<file path="config.mk">
export PLATFORM = sky130hd
export DESIGN_NAME = thermo_bargraph_ctrl_flat
export DESIGN_NICKNAME = d
export VERILOG_FILES = /design/src/rtl/thermo_bargraph_ctrl_pkg.sv /design/src/rtl/thermo_bargraph_ctrl_if.sv /design/src/rtl/thermo_bargraph_ctrl_filter.sv /design/src/rtl/thermo_bargraph_ctrl.sv /design/src/flat_wrapper.sv
export SDC_FILE = /design/constraint.sdc
export NUM_CORES = 1
export LEC_CHECK = 0
export CORE_AREA = 2 2 66 49
export DETAILED_ROUTE_END_ITERATION = 8
export DIE_AREA = 0 0 68 51
export DONT_BUFFER_PORTS = 1
export PLACE_DENSITY = 0.75
export SETUP_SLACK_MARGIN = 0.3
export SYNTH_ARGS = -nofsm -noshare
export SYNTH_HDL_FRONTEND = slang
export SYNTH_SLANG_ARGS = --single-unit
</file>
<file path="constraint.sdc">
create_clock -name clk -period 2.7 [get_ports clk]
set_input_delay 0.405 -clock clk [delete_from_list [all_inputs] [get_ports clk]]
set_output_delay 0.405 -clock clk [all_outputs]
set_load 0.005 [all_outputs]
</file>
<file path="src/rtl/thermo_bargraph_ctrl_pkg.sv">
// rtl/thermo_bargraph_ctrl_pkg.sv - shared states, code constants and defaults for the bargraph sequencer
package thermo_bargraph_ctrl_pkg;

    typedef enum logic [2:0] {
        ST_IDLE   = 3'd0,
        ST_NORMAL = 3'd1,
        ST_TURBO  = 3'd2,
        ST_COOL   = 3'd3,
        ST_FAULT  = 3'd4
    } state_t;

    localparam logic [3:0] CODE_L0 = 4'b0000;
    localparam logic [3:0] CODE_L1 = 4'b0001;
    localparam logic [3:0] CODE_L2 = 4'b0011;
    localparam logic [3:0] CODE_L3 = 4'b0111;
    localparam logic [3:0] CODE_L4 = 4'b1111;

    localparam int STABLE_CNT_DEF = 4;
    localparam int TURBO_MAX_DEF  = 16;
    localparam int COOL_CYC_DEF   = 8;
    localparam int FAULT_CNT_DEF  = 3;

    function automatic logic is_valid_code(input logic [3:0] code);
        return (code == CODE_L0) || (code == CODE_L1) || (code == CODE_L2) ||
               (code == CODE_L3) || (code == CODE_L4);
    endfunction

    function automatic int max4(input int a, input int b, input int c, input int d);
        int m;
        m = a;
        if (b > m) m = b;
        if (c > m) m = c;
        if (d > m) m = d;
        return m;
    endfunction

endpackage

</file>
<file path="src/rtl/thermo_bargraph_ctrl_if.sv">
// rtl/thermo_bargraph_ctrl_if.sv - sensor/request inputs and decoder-side outputs of the sequencer
interface thermo_bargraph_ctrl_if;
    logic       sample_valid;
    logic [3:0] sample_level;
    logic       turbo_req;
    logic       clear_fault;
    logic [3:0] thermo_out;
    logic       turbo_out;
    logic       fault;
    logic [2:0] state_out;

    modport master (
        output sample_valid, sample_level, turbo_req, clear_fault,
        input  thermo_out, turbo_out, fault, state_out
    );

    modport slave (
        input  sample_valid, sample_level, turbo_req, clear_fault,
        output thermo_out, turbo_out, fault, state_out
    );
endinterface

</file>
<file path="src/rtl/thermo_bargraph_ctrl_filter.sv">
// rtl/thermo_bargraph_ctrl_filter.sv - code validation and run-length debounce of raw thermometer samples
module thermo_bargraph_ctrl_filter
    import thermo_bargraph_ctrl_pkg::*;
#(
    parameter int STABLE_CNT = STABLE_CNT_DEF,
    parameter int FAULT_CNT  = FAULT_CNT_DEF,
    parameter int CNT_W      = 5
) (
    input  logic       clk,
    input  logic       rst,
    input  logic       en,
    input  logic       clr,
    input  logic       sample_valid,
    input  logic [3:0] sample_level,
    output logic [3:0] cand,
    output logic       upd,
    output logic       bad_limit
);

    logic [CNT_W-1:0] run;
    logic [CNT_W-1:0] bad_cnt;

    always_ff @(posedge clk) begin
        if (rst || clr) begin
            cand    <= CODE_L0;
            run     <= '0;
            bad_cnt <= '0;
        end else if (en && sample_valid) begin
            if (is_valid_code(sample_level)) begin
                bad_cnt <= '0;
                if (sample_level == cand) begin
                    if (run < CNT_W'(STABLE_CNT)) run <= run + 1'b1;
                end else begin
                    cand <= sample_level;
                    run  <= CNT_W'(1);
                end
            end else begin
                // a bad sample breaks the run but keeps the candidate code
                run <= '0;
                if (bad_cnt < CNT_W'(FAULT_CNT)) bad_cnt <= bad_cnt + 1'b1;
            end
        end
    end

    assign upd       = (run == CNT_W'(STABLE_CNT));
    assign bad_limit = (bad_cnt == CNT_W'(FAULT_CNT));

endmodule

</file>
<file path="src/rtl/thermo_bargraph_ctrl.sv">
// rtl/thermo_bargraph_ctrl.sv - turbo/fault sequencer driving the bargraph decoder inputs
module thermo_bargraph_ctrl
    import thermo_bargraph_ctrl_pkg::*;
#(
    parameter int STABLE_CNT = STABLE_CNT_DEF,
    parameter int TURBO_MAX  = TURBO_MAX_DEF,
    parameter int COOL_CYC   = COOL_CYC_DEF,
    parameter int FAULT_CNT  = FAULT_CNT_DEF
) (
    input logic                   clk,
    input logic                   rst,
    thermo_bargraph_ctrl_if.slave bus
);

    localparam int CNT_W = $clog2(max4(STABLE_CNT, TURBO_MAX, COOL_CYC, FAULT_CNT) + 1);

    state_t           state_q, state_d;
    logic [3:0]       thermo_q, thermo_d;
    logic             turbo_q, turbo_d;
    logic             fault_q, fault_d;
    logic [CNT_W-1:0] turbo_tmr, cool_tmr;
    logic [3:0]       cand;
    logic             upd, bad_limit;

    thermo_bargraph_ctrl_filter #(
        .STABLE_CNT(STABLE_CNT),
        .FAULT_CNT (FAULT_CNT),
        .CNT_W     (CNT_W)
    ) u_filter (
        .clk         (clk),
        .rst         (rst),
        .en          (state_q != ST_FAULT),
        .clr         ((state_q == ST_FAULT) && bus.clear_fault),
        .sample_valid(bus.sample_valid),
        .sample_level(bus.sample_level),
        .cand        (cand),
        .upd         (upd),
        .bad_limit   (bad_limit)
    );

    always_ff @(posedge clk) begin
        if (rst) begin
            state_q  <= ST_IDLE;
            thermo_q <= CODE_L0;
            turbo_q  <= 1'b0;
            fault_q  <= 1'b0;
        end else begin
            state_q  <= state_d;
            thermo_q <= thermo_d;
            turbo_q  <= turbo_d;
            fault_q  <= fault_d;
        end
    end

    always_comb begin
        state_d = state_q;
        if (state_q != ST_FAULT && bad_limit) begin
            state_d = ST_FAULT;
        end else begin
            case (state_q)
                ST_IDLE:   if (upd) state_d = ST_NORMAL;
                ST_NORMAL: if (bus.turbo_req && thermo_q != CODE_L4) state_d = ST_TURBO;
                ST_TURBO:  if (!bus.turbo_req || thermo_q == CODE_L4 ||
                               turbo_tmr <= CNT_W'(1)) state_d = ST_COOL;
                ST_COOL:   if (cool_tmr <= CNT_W'(1)) state_d = ST_NORMAL;
                ST_FAULT:  if (bus.clear_fault) state_d = ST_IDLE;
                default:   state_d = ST_IDLE;
            endcase
        end
    end

    always_comb begin
        turbo_d  = (state_d == ST_TURBO);
        fault_d  = (state_d == ST_FAULT);
        thermo_d = thermo_q;
        // the level stays blanked on the way out of FAULT until the reset filter re-qualifies
        if (state_d == ST_FAULT || state_q == ST_FAULT) thermo_d = CODE_L0;
        else if (upd)                                    thermo_d = cand;
    end

    // timers preload while idle in other states and count down from the first cycle inside
    always_ff @(posedge clk) begin
        if (rst) begin
            turbo_tmr <= '0;
            cool_tmr  <= '0;
        end else begin
            if (state_q != ST_TURBO)  turbo_tmr <= CNT_W'(TURBO_MAX);
            else if (turbo_tmr != '0) turbo_tmr <= turbo_tmr - 1'b1;
            if (state_q != ST_COOL)   cool_tmr  <= CNT_W'(COOL_CYC);
            else if (cool_tmr != '0)  cool_tmr  <= cool_tmr - 1'b1;
        end
    end

    assign bus.thermo_out = thermo_q;
    assign bus.turbo_out  = turbo_q;
    assign bus.fault      = fault_q;
    assign bus.state_out  = state_q;

endmodule

</file>
<file path="src/flat_wrapper.sv">
// flat-port wrapper written by rule: the top's interface ports become plain ports
module thermo_bargraph_ctrl_flat import thermo_bargraph_ctrl_pkg::*;
#(
    parameter int STABLE_CNT = STABLE_CNT_DEF,
    parameter int TURBO_MAX  = TURBO_MAX_DEF,
    parameter int COOL_CYC   = COOL_CYC_DEF,
    parameter int FAULT_CNT  = FAULT_CNT_DEF
)
  (clk, rst, bus_sample_valid, bus_sample_level, bus_turbo_req, bus_clear_fault, bus_thermo_out, bus_turbo_out, bus_fault, bus_state_out);
  thermo_bargraph_ctrl_if bus_i ();
  input logic clk;
  input logic rst;
  input wire logic [$bits(bus_i.sample_valid)-1:0] bus_sample_valid;
  input wire logic [$bits(bus_i.sample_level)-1:0] bus_sample_level;
  input wire logic [$bits(bus_i.turbo_req)-1:0] bus_turbo_req;
  input wire logic [$bits(bus_i.clear_fault)-1:0] bus_clear_fault;
  output wire logic [$bits(bus_i.thermo_out)-1:0] bus_thermo_out;
  output wire logic [$bits(bus_i.turbo_out)-1:0] bus_turbo_out;
  output wire logic [$bits(bus_i.fault)-1:0] bus_fault;
  output wire logic [$bits(bus_i.state_out)-1:0] bus_state_out;
  assign bus_i.sample_valid = bus_sample_valid;
  assign bus_i.sample_level = bus_sample_level;
  assign bus_i.turbo_req = bus_turbo_req;
  assign bus_i.clear_fault = bus_clear_fault;
  assign bus_thermo_out = bus_i.thermo_out;
  assign bus_turbo_out = bus_i.turbo_out;
  assign bus_fault = bus_i.fault;
  assign bus_state_out = bus_i.state_out;
  thermo_bargraph_ctrl #(.STABLE_CNT(STABLE_CNT), .TURBO_MAX(TURBO_MAX), .COOL_CYC(COOL_CYC), .FAULT_CNT(FAULT_CNT)) u_core (.clk(clk), .rst(rst), .bus(bus_i));
endmodule
</file>
==> reports/results.ini, run 1 <==
[routing]
wl_mm=3.280
via_per_inst=5.853
ant_nets=0
drt_pass1_iterations=4
vias=1317
drt_iter0_markers=80
drcViolationCount=0
wl_per_cell_um=14.58

[yosys]
ys_ff_latch=33
yosysWarnings=0
syn_area_mm2=0.001659
syn_nets=202
avgSynthCellArea_um2=9.017
postSynthCellCount=184
yosys_most_used_dff=dfxtp_1
ys_types=44
ys_seq_area_frac=0.3982
synth-async-reset-ratio=0
synth-edff-count=0

[timing]
fin_ws_ps=994.1
period_share=0.6318
finalSetupTns_ps=0
setup_viol=0
relSlewSlack=0.3456
max_freq_ghz=0.5862
fin_worst_skew_ps=4.251
tightestPinTransition_ps=956.9
maxSlewViolCount=0
period_needed_ps=1706
hold_viol=0
rsz0062_at_grt=false

[placed_design]
preCtsSetupSlack_ps=1109
place_congestion=0.8827
dp_hpwl_mm=2.391
io_buffers=0

[clock_network]
clkSinkCount=33
cts.path.max_buffers=2
cts_hold_buffers=0
clk_pin_slew_ps=70
numCtsBuffers=5
cts_setup_buffers=0
clock_latency_ps=280
cts_tree=built
cts_resized=0
cts_root_buf=clkbuf_8
htreeDepth=2

[power]
power.density_mw_per_mm2=580.1
comb_power_share=0.055
p_sw_frac=0.2115
seqPwrFrac=0.485
switchingPower_uw=219.6
p_leak_uw=0.0006827
p_int_uw=819.0
p_clk_frac=0.460
peakVddDrop_v=0.0003492

[die]
die_area_mm2=0.003468
die-width_um=68
die_height_um=51
core-area_mm2=0.002935
rows=17
io-pin-count=18
initial_core_util=0.5652

[cells_and_area]
fin_nets=204
antenna_cells=0
drive_above_1_share=0.08556
area_growth_pct=7.919

[job]
drv_cap=0

[global_routing]
grt_busiest_layer=met2
grt_use_met2=0.3366
grt_pass1_vias=1233
overflow=0
grt_util_met3=0.07269
use_met1=0.2833
antenna_found_initial=0
grt_usage=0.2169
grt_pass1_wl_mm=5.554
grt_max_degree=14

[critical_path]
critPathKind=reg2reg
crit_required_ps=2900
cp-start-kind=register
arrival_ps=1910
worst_setup_path_end_kind=register
path_max_fanout=4

[hold_path]
hold_class=in2reg

[outcome]
status=complete, no violations

cells by family (layout without fill, tap and decap cells):
group,count (synthesis),in the layout,share of synthesized area
xor gates and xnor gates,9,9,0.04751
adders and majority gates,9,9,0.06787
DFF,33,33,0.3982
muxes,5,5,0.03017
and+or+nand+nor,77,77,0.2534
buffers and inverters,13,16,0.03997
AOI/OAI and AO/OA,38,38,0.1629
critical path: stages (launching register included):
cell       delay, ps
dfxtp_1          330
a2111oi_0        870
a31oi_1          210
nor3b_1          230
final timing paths:
check | slack (ps) | cells past startpoint | to | startpoint
worst max-delay path | 990 | 3 | u_core.u_filter.bad_cnt[2] | u_core.u_filter.bad_cnt[1]
worst min-delay path | 180 | 1 | u_core.turbo_tmr[4] | rst
worst max register to register | 990 | 3 | u_core.u_filter.bad_cnt[2] | u_core.u_filter.bad_cnt[1]
worst min register to register | 490 | 1 | u_core.u_filter.run[4] | u_core.u_filter.run[4]
synth_stat cells, types with 2 or more instances:
library cell / n / area [um^2]
a211oi_1: 2 / 15.01
a21oi_1: 13 / 65.06
a31oi_1: 3 / 18.77
and2_1: 2 / 12.51
and3_1: 3 / 18.77
buf_2: 2 / 10.01
buf_6: 2 / 22.52
clkbuf_1: 2 / 7.510
dfxtp_1: 33 / 660.6
ha_1: 9 / 112.6
inv_1: 7 / 26.28
mux2i_1: 5 / 50.05
nand2_1: 9 / 33.78
nand2b_1: 5 / 31.28
nand3_1: 5 / 25.02
nand3b_1: 2 / 15.01
nand4_1: 4 / 25.02
nand4b_1: 2 / 17.52
nor2_1: 21 / 78.83
nor2b_1: 2 / 12.51
nor3_1: 7 / 35.03
nor3b_1: 2 / 15.01
o211a_1: 2 / 20.02
o21ai_0: 7 / 35.03
o21ba_2: 2 / 20.02
or3_1: 6 / 37.54
xnor2_1: 8 / 70.07
per-stage QoR:
stage	util	power (uW)	area (um^2)	hold WS (ps)	std cells
2_1_floorplan	-	562.5	1659	455.4	184
3_3_place_gp	0.5703	568.4	1674	466.1	217
3_5_place_dp	0.5703	570.8	1674	476.8	217
4_1_cts	0.6100	1048	1790	177.4	225
5_1_grt	0.6100	1079	1790	164.5	225
6_report	0.6100	1039	1790	180.8	225
layout by cell type (no fill, tap or decap), types with 2 or more instances in the layout:
master	synthesis	layout
dfxtp_1	33	33
mux2i_1	5	5
inv_1	7	7
and2_1	2	2
a31oi_1	3	3
a21oi_1	13	13
o21ai_0	7	7
or3_1	6	6
nor3_1	7	7
nor2_1	21	21
nor3b_1	2	2
and3_1	3	3
nand3b_1	2	2
nand2_1	9	9
xnor2_1	8	8
nand4_1	4	4
nand2b_1	5	5
o21ba_2	2	2
nand4b_1	2	2
nor2b_1	2	2
ha_1	9	9
o211a_1	2	2
a211oi_1	2	2
nand3_1	5	5
clkbuf_8	0	6
per-layer routing:
layer  wire (um)  vias to the layer above  share of wire
met4          35                        0          0.011
met1        1601                      615           0.49
met2        1461                       34           0.45
met3         182                        4          0.055
met5           0                        -              0
li1            -                      664              -
registers in the layout (all words and copies together), names as in the netlist:
register                 cells
u_core.u_filter.cand         4
u_core.bus.turbo_out         1
u_core.turbo_tmr             5
u_core.bus.thermo_out        4
u_core.u_filter.bad_cnt      5
u_core.u_filter.run          5
u_core.bus.fault             1
u_core.bus.state_out         3
u_core.cool_tmr              5
power groups by stage:
stage          Sequential, uW  Clock [uW]  Combinational (uW)
3_5_place_dp              514           0                56.7
2_1_floorplan             512           0                50.6
5_1_grt                   504         509                64.7
3_3_place_gp              514           0                54.8
6_report                  503         478                57.5
4_1_cts                   503         488                57.0
area by class of cell:
type,instances,area (um^2)
multi-input combinational,138,932.1
clock inverter,1,30.03
sequential,33,660.6
timing repair buffer,1,7.507
fill,249,1145
clock buffer,7,86.33
inverter,7,26.28
tap,38,47.55
Power figures use the tool's default switching activity.
==> run 2, diff against run 1 <==
- ABC_AREA: not set -> 1
- CORE_AREA: 2 2 66 49 -> 2 2 68 51
- DIE_AREA: 0 0 68 51 -> 0 0 70 53
- PLACE_DENSITY: 0.75 -> 0.74
- clock period: 2.7 -> 1.75 ns (I/O delays scaled with it)
==> reports/results.ini, run 2 <==
[yosys]
yosysMostFrequentCell=nand2_1
syn_nets=241  ; +19%
synth.area.mux_share=0  ; -0.03017
synth_compound_area_frac=0.1048  ; -0.05808
ys_seq_area_frac=0.3739  ; -0.02425
ys_ff_latch=33  ; unchanged
synth_top_family_by_area=simple AND/OR/NAND/NOR gates
synth-async-reset-ratio=0  ; unchanged
ys_top_cells_by_count=nand2_1, dfxtp_1, inv_1
ys_types=34  ; -23%
yosys_most_used_dff=dfxtp_1
synth-edff-count=0  ; unchanged
yosysTopAreaCell=dfxtp_1
postSynthCellCount=223  ; +21%
synthSimpleGateAreaFrac=0.3435  ; +0.09009
synth_fa_ha_area_frac=0.06374  ; -0.004134
synthXorXnorAreaFrac=0.02479  ; -0.02272
yosysTopAreaCellShare=0.3739  ; -0.02425
syn_area_mm2=0.001767  ; +6.5%
avgSynthCellArea_um2=7.922  ; -12%
yosysWarnings=0  ; unchanged
synth.area.top_cells=dfxtp_1, nand2_1, inv_1, ha_1, nand3_1

[routing]
drt_pass1_iterations=4  ; unchanged
via_per_inst=5.260  ; -10%
wl_mm=3.359  ; +2.4%
drt_iter0_markers=42  ; -48%
drcViolationCount=0  ; unchanged
vias=1436  ; +9.0%
wl_per_cell_um=12.30  ; -16%
ant_nets=0  ; unchanged

[critical_path]
reg2reg_slack_ps=430  ; -560 ps
worst_setup_path_end_kind=register
arrival_ps=1490  ; -420 ps
critPathKind=reg2reg
path_max_fanout=6  ; +2
cp-start-kind=register
crit_required_ps=1920  ; -980 ps

[clock_network]
cts_root_buf=clkbuf_8
cts_hold_buffers=0  ; unchanged
cts_tree=built
clk_pin_slew_ps=70  ; about the same
htreeDepth=2  ; unchanged
cts.path.max_buffers=2  ; unchanged
clkSinkCount=33  ; unchanged
numCtsBuffers=5  ; unchanged
clock_latency_ps=280  ; about the same

[die]
die_area_mm2=0.003710  ; +7.0%
initial_core_util=0.5849  ; +0.01970
core-area_mm2=0.003020  ; +2.9%
die_height_um=53  ; +3.9%
rows=17  ; unchanged
die-width_um=70  ; +2.9%
io-pin-count=18  ; unchanged

[power]
p_leak_uw=0.0008461  ; +24%
peakVddDrop_v=0.0004031  ; +15%
power.density_mw_per_mm2=776.9  ; +34%

[global_routing]
grt_usage=0.2016  ; -0.01535
grt_max_degree=12  ; -2
antenna_found_initial=0  ; unchanged
overflow=0  ; unchanged
grt_pass1_wl_mm=5.644  ; +1.6%
grt_pass1_vias=1292  ; +4.8%

[timing]
fin_worst_skew_ps=5.524  ; +1.273 ps
maxSlewViolCount=0  ; unchanged
hold_viol=0  ; unchanged
relSlewSlack=0.7202  ; +0.3746
period_share=0.7544  ; +0.1226
period_needed_ps=1320  ; -385.7 ps
setup_viol=0  ; unchanged
max_freq_ghz=0.7574  ; +29%
finalSetupTns_ps=0  ; unchanged
rsz0062_at_grt=true
tightestPinTransition_ps=416.6  ; -540.4 ps

[job]
drv_cap=0  ; unchanged

[placed_design]
place_congestion=0.7870  ; -11%
place_inst=261  ; +20%
io_buffers=0  ; unchanged
dp_hpwl_mm=2.490  ; +4.2%

[cells_and_area]
final_cell_mix=nand2_1, dfxtp_1, inv_1
fin_nets=252  ; +24%
fin_cells=273  ; +21%
final_common_cell=nand2_1
register_area_um2=661.9  ; +0.19%
area_growth_pct=9.632
multi_input_area_um2=953.4  ; +2.3%
drive_above_1_share=0.2000  ; +0.1144
final.fill_count=280  ; +12%
antenna_cells=0  ; unchanged

[hold_path]
hold_class=in2reg

[outcome]
status=complete, no violations

run 2: cell types whose count changed after synthesis, sizes merged, moves of 4 or more:
cell / change
a31oi: -4
o21ai: +4
xnor2: -6
nand2: +35
nand3: +15
buf: -4
inv: +31
nand2b: -5
mux2i: -5
or3: -6
run 2: kinds of logic (layout without fill, tap and decap cells):
family | count (synthesis) | count (layout)
compound gates | 31 | 31
xor+xnor | 5 | 5
fa+ha+maj | 9 | 9
buf+inv | 39 | 51
flops | 33 | 33
simple gates | 106 | 106
run 2: report_power, final:
group	internal, uW	switching [uW]	total, uW	leakage [uW]
Combinational	58.0	105	163	0.000534
Clock	274	284	558	0.0000439
Sequential	768	15.3	784	0.000268
Total	1100	404	1500	0.000846
run 2: final cells by class:
cell class	instances	share of cell area
clock buffers	5	0.03553
inverters	39	0.08140
repair buffers	4	0.01550
flip-flops and latches	33	0.3417
well taps	38	0.02455
clock inverters	3	0.009044
multi-input cells	151	0.4922
run 2: layer usage:
metal	vias up	GRT usage	routed length [um]
met1	653	0.2453	1607
met4	0	0.1026	59
met5	-	0	0
met2	29	0.3095	1477
met3	7	0.08381	216
li1	747	-	-
run 2: timing repair:
item,4_1_cts,5_1_grt
resized for setup,0,2
endpoints found under the hold margin,0,0
setup endpoints to repair,0,3
buffers inserted,0,4
run 2: path summary, 6_finish.rpt:
path | from | end | depth (start not counted)
max | u_core.turbo_tmr[0] | u_core.turbo_tmr[1] | 7
min | rst | u_core.cool_tmr[3] | 1
max reg2reg | u_core.turbo_tmr[0] | u_core.turbo_tmr[1] | 7
min reg2reg | u_core.u_filter.bad_cnt[3] | u_core.u_filter.bad_cnt[3] | 2
run 2: critical path, cell delays in order, from the launching register on:
cell	delay, ps
dfxtp_1	360
inv_1	100
ha_1	140
inv_1	40
nor3_1	210
inv_1	130
o21ai_0	170
a21oi_1	60
run 2: stage by stage:
stage	instance area (um^2)	setup WS, ps	power (uW)	hold WS [ps]	util
after floorplan	1767	535.8	929.1	331.6	-
after global placement	1814	390.4	951.8	338.0	0.6007
final	1937	429.7	1505	36.62	0.6413
after CTS	1901	338.1	1517	25.24	0.6292
after global routing	1937	289.2	1575	19.12	0.6413
after detailed placement	1814	369.1	953.9	335.0	0.6007
==> run 3, diff against run 2 <==
- ABC_AREA: 1 -> 0
- CORE_AREA: 2 2 68 51 -> 2 2 66 49
- DIE_AREA: 0 0 70 53 -> 0 0 68 51
- PLACE_DENSITY: 0.74 -> 0.75
- clock period: 1.75 -> 1.3 ns (I/O delays scaled with it)
==> reports/results.ini, run 3 (same netlist as run 1, synthesis figures left out) <==
[timing]
finalSetupTns_ps=-2552  ; -2552 ps
hold_viol=0  ; unchanged
rsz0062_at_grt=true
period_share=1.219  ; +0.4650
relSlewSlack=0.6965  ; -0.02367
period_needed_ps=1585  ; +265.0 ps
fin_ws_ps=-285.3  ; -715.0 ps
tightestPinTransition_ps=450.5  ; +33.95 ps
max_freq_ghz=0.6308  ; -17%
setup_viol=25  ; +25
whs_ps=37.65  ; +1.032 ps
maxSlewViolCount=0  ; unchanged
fin_worst_skew_ps=9.555  ; +4.031 ps

[power]
peakVddDrop_v=0.001089  ; +170%
power.density_mw_per_mm2=776.5  ; about the same
p_leak_uw=0.001034  ; +22%

[cells_and_area]
drive_above_1_share=0.6128  ; +0.4128
utilization=0.8990  ; +0.2577
fin_nets=252  ; unchanged
final.fill_count=119  ; -57%
fin_cells=273  ; unchanged
final_cell_mix=buf_4, dfxtp_1, buf_6
multi_input_area_mm2=0.001360  ; +43%
area_growth_pct=59.05
final_common_cell=buf_4
antenna_cells=0  ; unchanged
register_area_um2=684.4  ; +3.4%

[clock_network]
clkSinkCount=33  ; unchanged
htreeDepth=2  ; unchanged
cts.path.max_buffers=2  ; unchanged
cts_tree=built
cts_root_buf=clkbuf_8
clk_pin_slew_ps=60  ; about the same
numCtsBuffers=5  ; unchanged
clock_latency_ps=300  ; +20 ps

[die]
initial_core_util=0.5652  ; -0.01970
io-pin-count=18  ; unchanged
die_height_um=51  ; -3.8%
die_area_mm2=0.003468  ; -6.5%
die-width_um=68  ; -2.9%
rows=17  ; unchanged
core-area_mm2=0.002935  ; -2.8%

[critical_path]
cp-start-kind=register
path_max_fanout=5  ; -1
worst_setup_path_end_kind=register
crit_top_cell=buf_4
crit_required_ps=1460  ; -460 ps
path_cells=buf_4, nor3_1, buf_4, nand2_1, o21ai_0, a21oi_1
reg2reg_slack_ps=-290  ; -720 ps
cpMaxStageDelayCell=dfxtp_1
rr_worst_depth=6  ; -1
arrival_ps=1740  ; +250 ps
critPathKind=reg2reg
cpPeakStageDelay_ps=360  ; about the same

[hold_path]
whs_path_depth=2  ; +1
hold_class=in2reg

[placed_design]
dp_hpwl_mm=2.964  ; +19%
place_inst=250  ; -4.2%
io_buffers=0  ; unchanged
place_congestion=0.9167  ; +16%

[global_routing]
grt_max_degree=12  ; unchanged
grt_pass1_wl_mm=8.783  ; +56%
overflow=0  ; unchanged
grt_usage=0.3575  ; +0.1559
grt_pass1_vias=1743  ; +35%
antenna_found_initial=0  ; unchanged

[routing]
wl_mm=6.713  ; +100%
vias=1841  ; +28%
drt_pass1_iterations=5  ; +1
drcViolationCount=0  ; unchanged
drt_iter0_markers=229  ; +450%
wl_per_cell_um=24.59  ; +100%
via_per_inst=6.744  ; +28%
ant_nets=0  ; unchanged

[outcome]
failed_checks=setup timing
status=complete, but fails checks

[job]
drv_cap=0  ; unchanged

==> run 3: final timing paths <==
check	end	startpoint
max reg2reg	u_core.u_filter.run[0]	u_core.u_filter.run[3]
min reg2reg	u_core.u_filter.cand[2]	u_core.u_filter.cand[2]
max	u_core.u_filter.run[0]	u_core.u_filter.run[3]
min	u_core.u_filter.cand[2]	bus_sample_level[2]
==> run 3: per-layer routing <==
layer  GRT usage  share of wire  vias to the layer above
met5           0              0                        -
met4      0.1833          0.071                        0
met2      0.5696           0.43                      165
met3      0.1079           0.11                       63
li1            -              -                      755
met1      0.4329           0.38                      858
==> run 3: metrics by stage <==
step | setup WS, ps | power (uW) | instance area, um^2
global route | -481.1 | 2095 | 2639
global placement | -104.3 | 1205 | 2026
CTS | -111.8 | 1992 | 2501
finish | -285.3 | 2049 | 2639
detailed placement | -186.5 | 1214 | 2026
floorplan | -210.8 | 1169 | 1750
==> run 3: critical path: cells and delay by family, from the launching register on <==
kind | cells | cell delay, ps
buf+inv | 2 | 350
flops | 1 | 360
simple gates | 2 | 270
compound gates | 2 | 480
==> run 3: repair_timing <==
item | 4_1_cts | 5_1_grt
buffers inserted | 11 | 2
endpoints found under the hold margin | 5 | 5
setup endpoints to repair | 35 | 36
gates resized for setup | 80 | 27
pin swaps | 36 | 17
gates cloned | 1 | 0
==> run 3: where the power goes <==
group | internal, uW | total, uW | leakage [uW] | switching (uW)
combinational | 110 | 258 | 0.000720 | 148
clock | 380 | 744 | 0.0000395 | 365
sequential | 1030 | 1050 | 0.000275 | 20.7
==> run 3: area by class of cell <==
| type | count | area share |
|---|---|---|
| Sequential cell | 33 | 0.2594 |
| Inverter | 7 | 0.01185 |
| Timing Repair Buffer | 48 | 0.1650 |
| Multi-Input combinational cell | 139 | 0.5154 |
| Tap cell | 38 | 0.01802 |
| Clock buffer | 8 | 0.03035 |
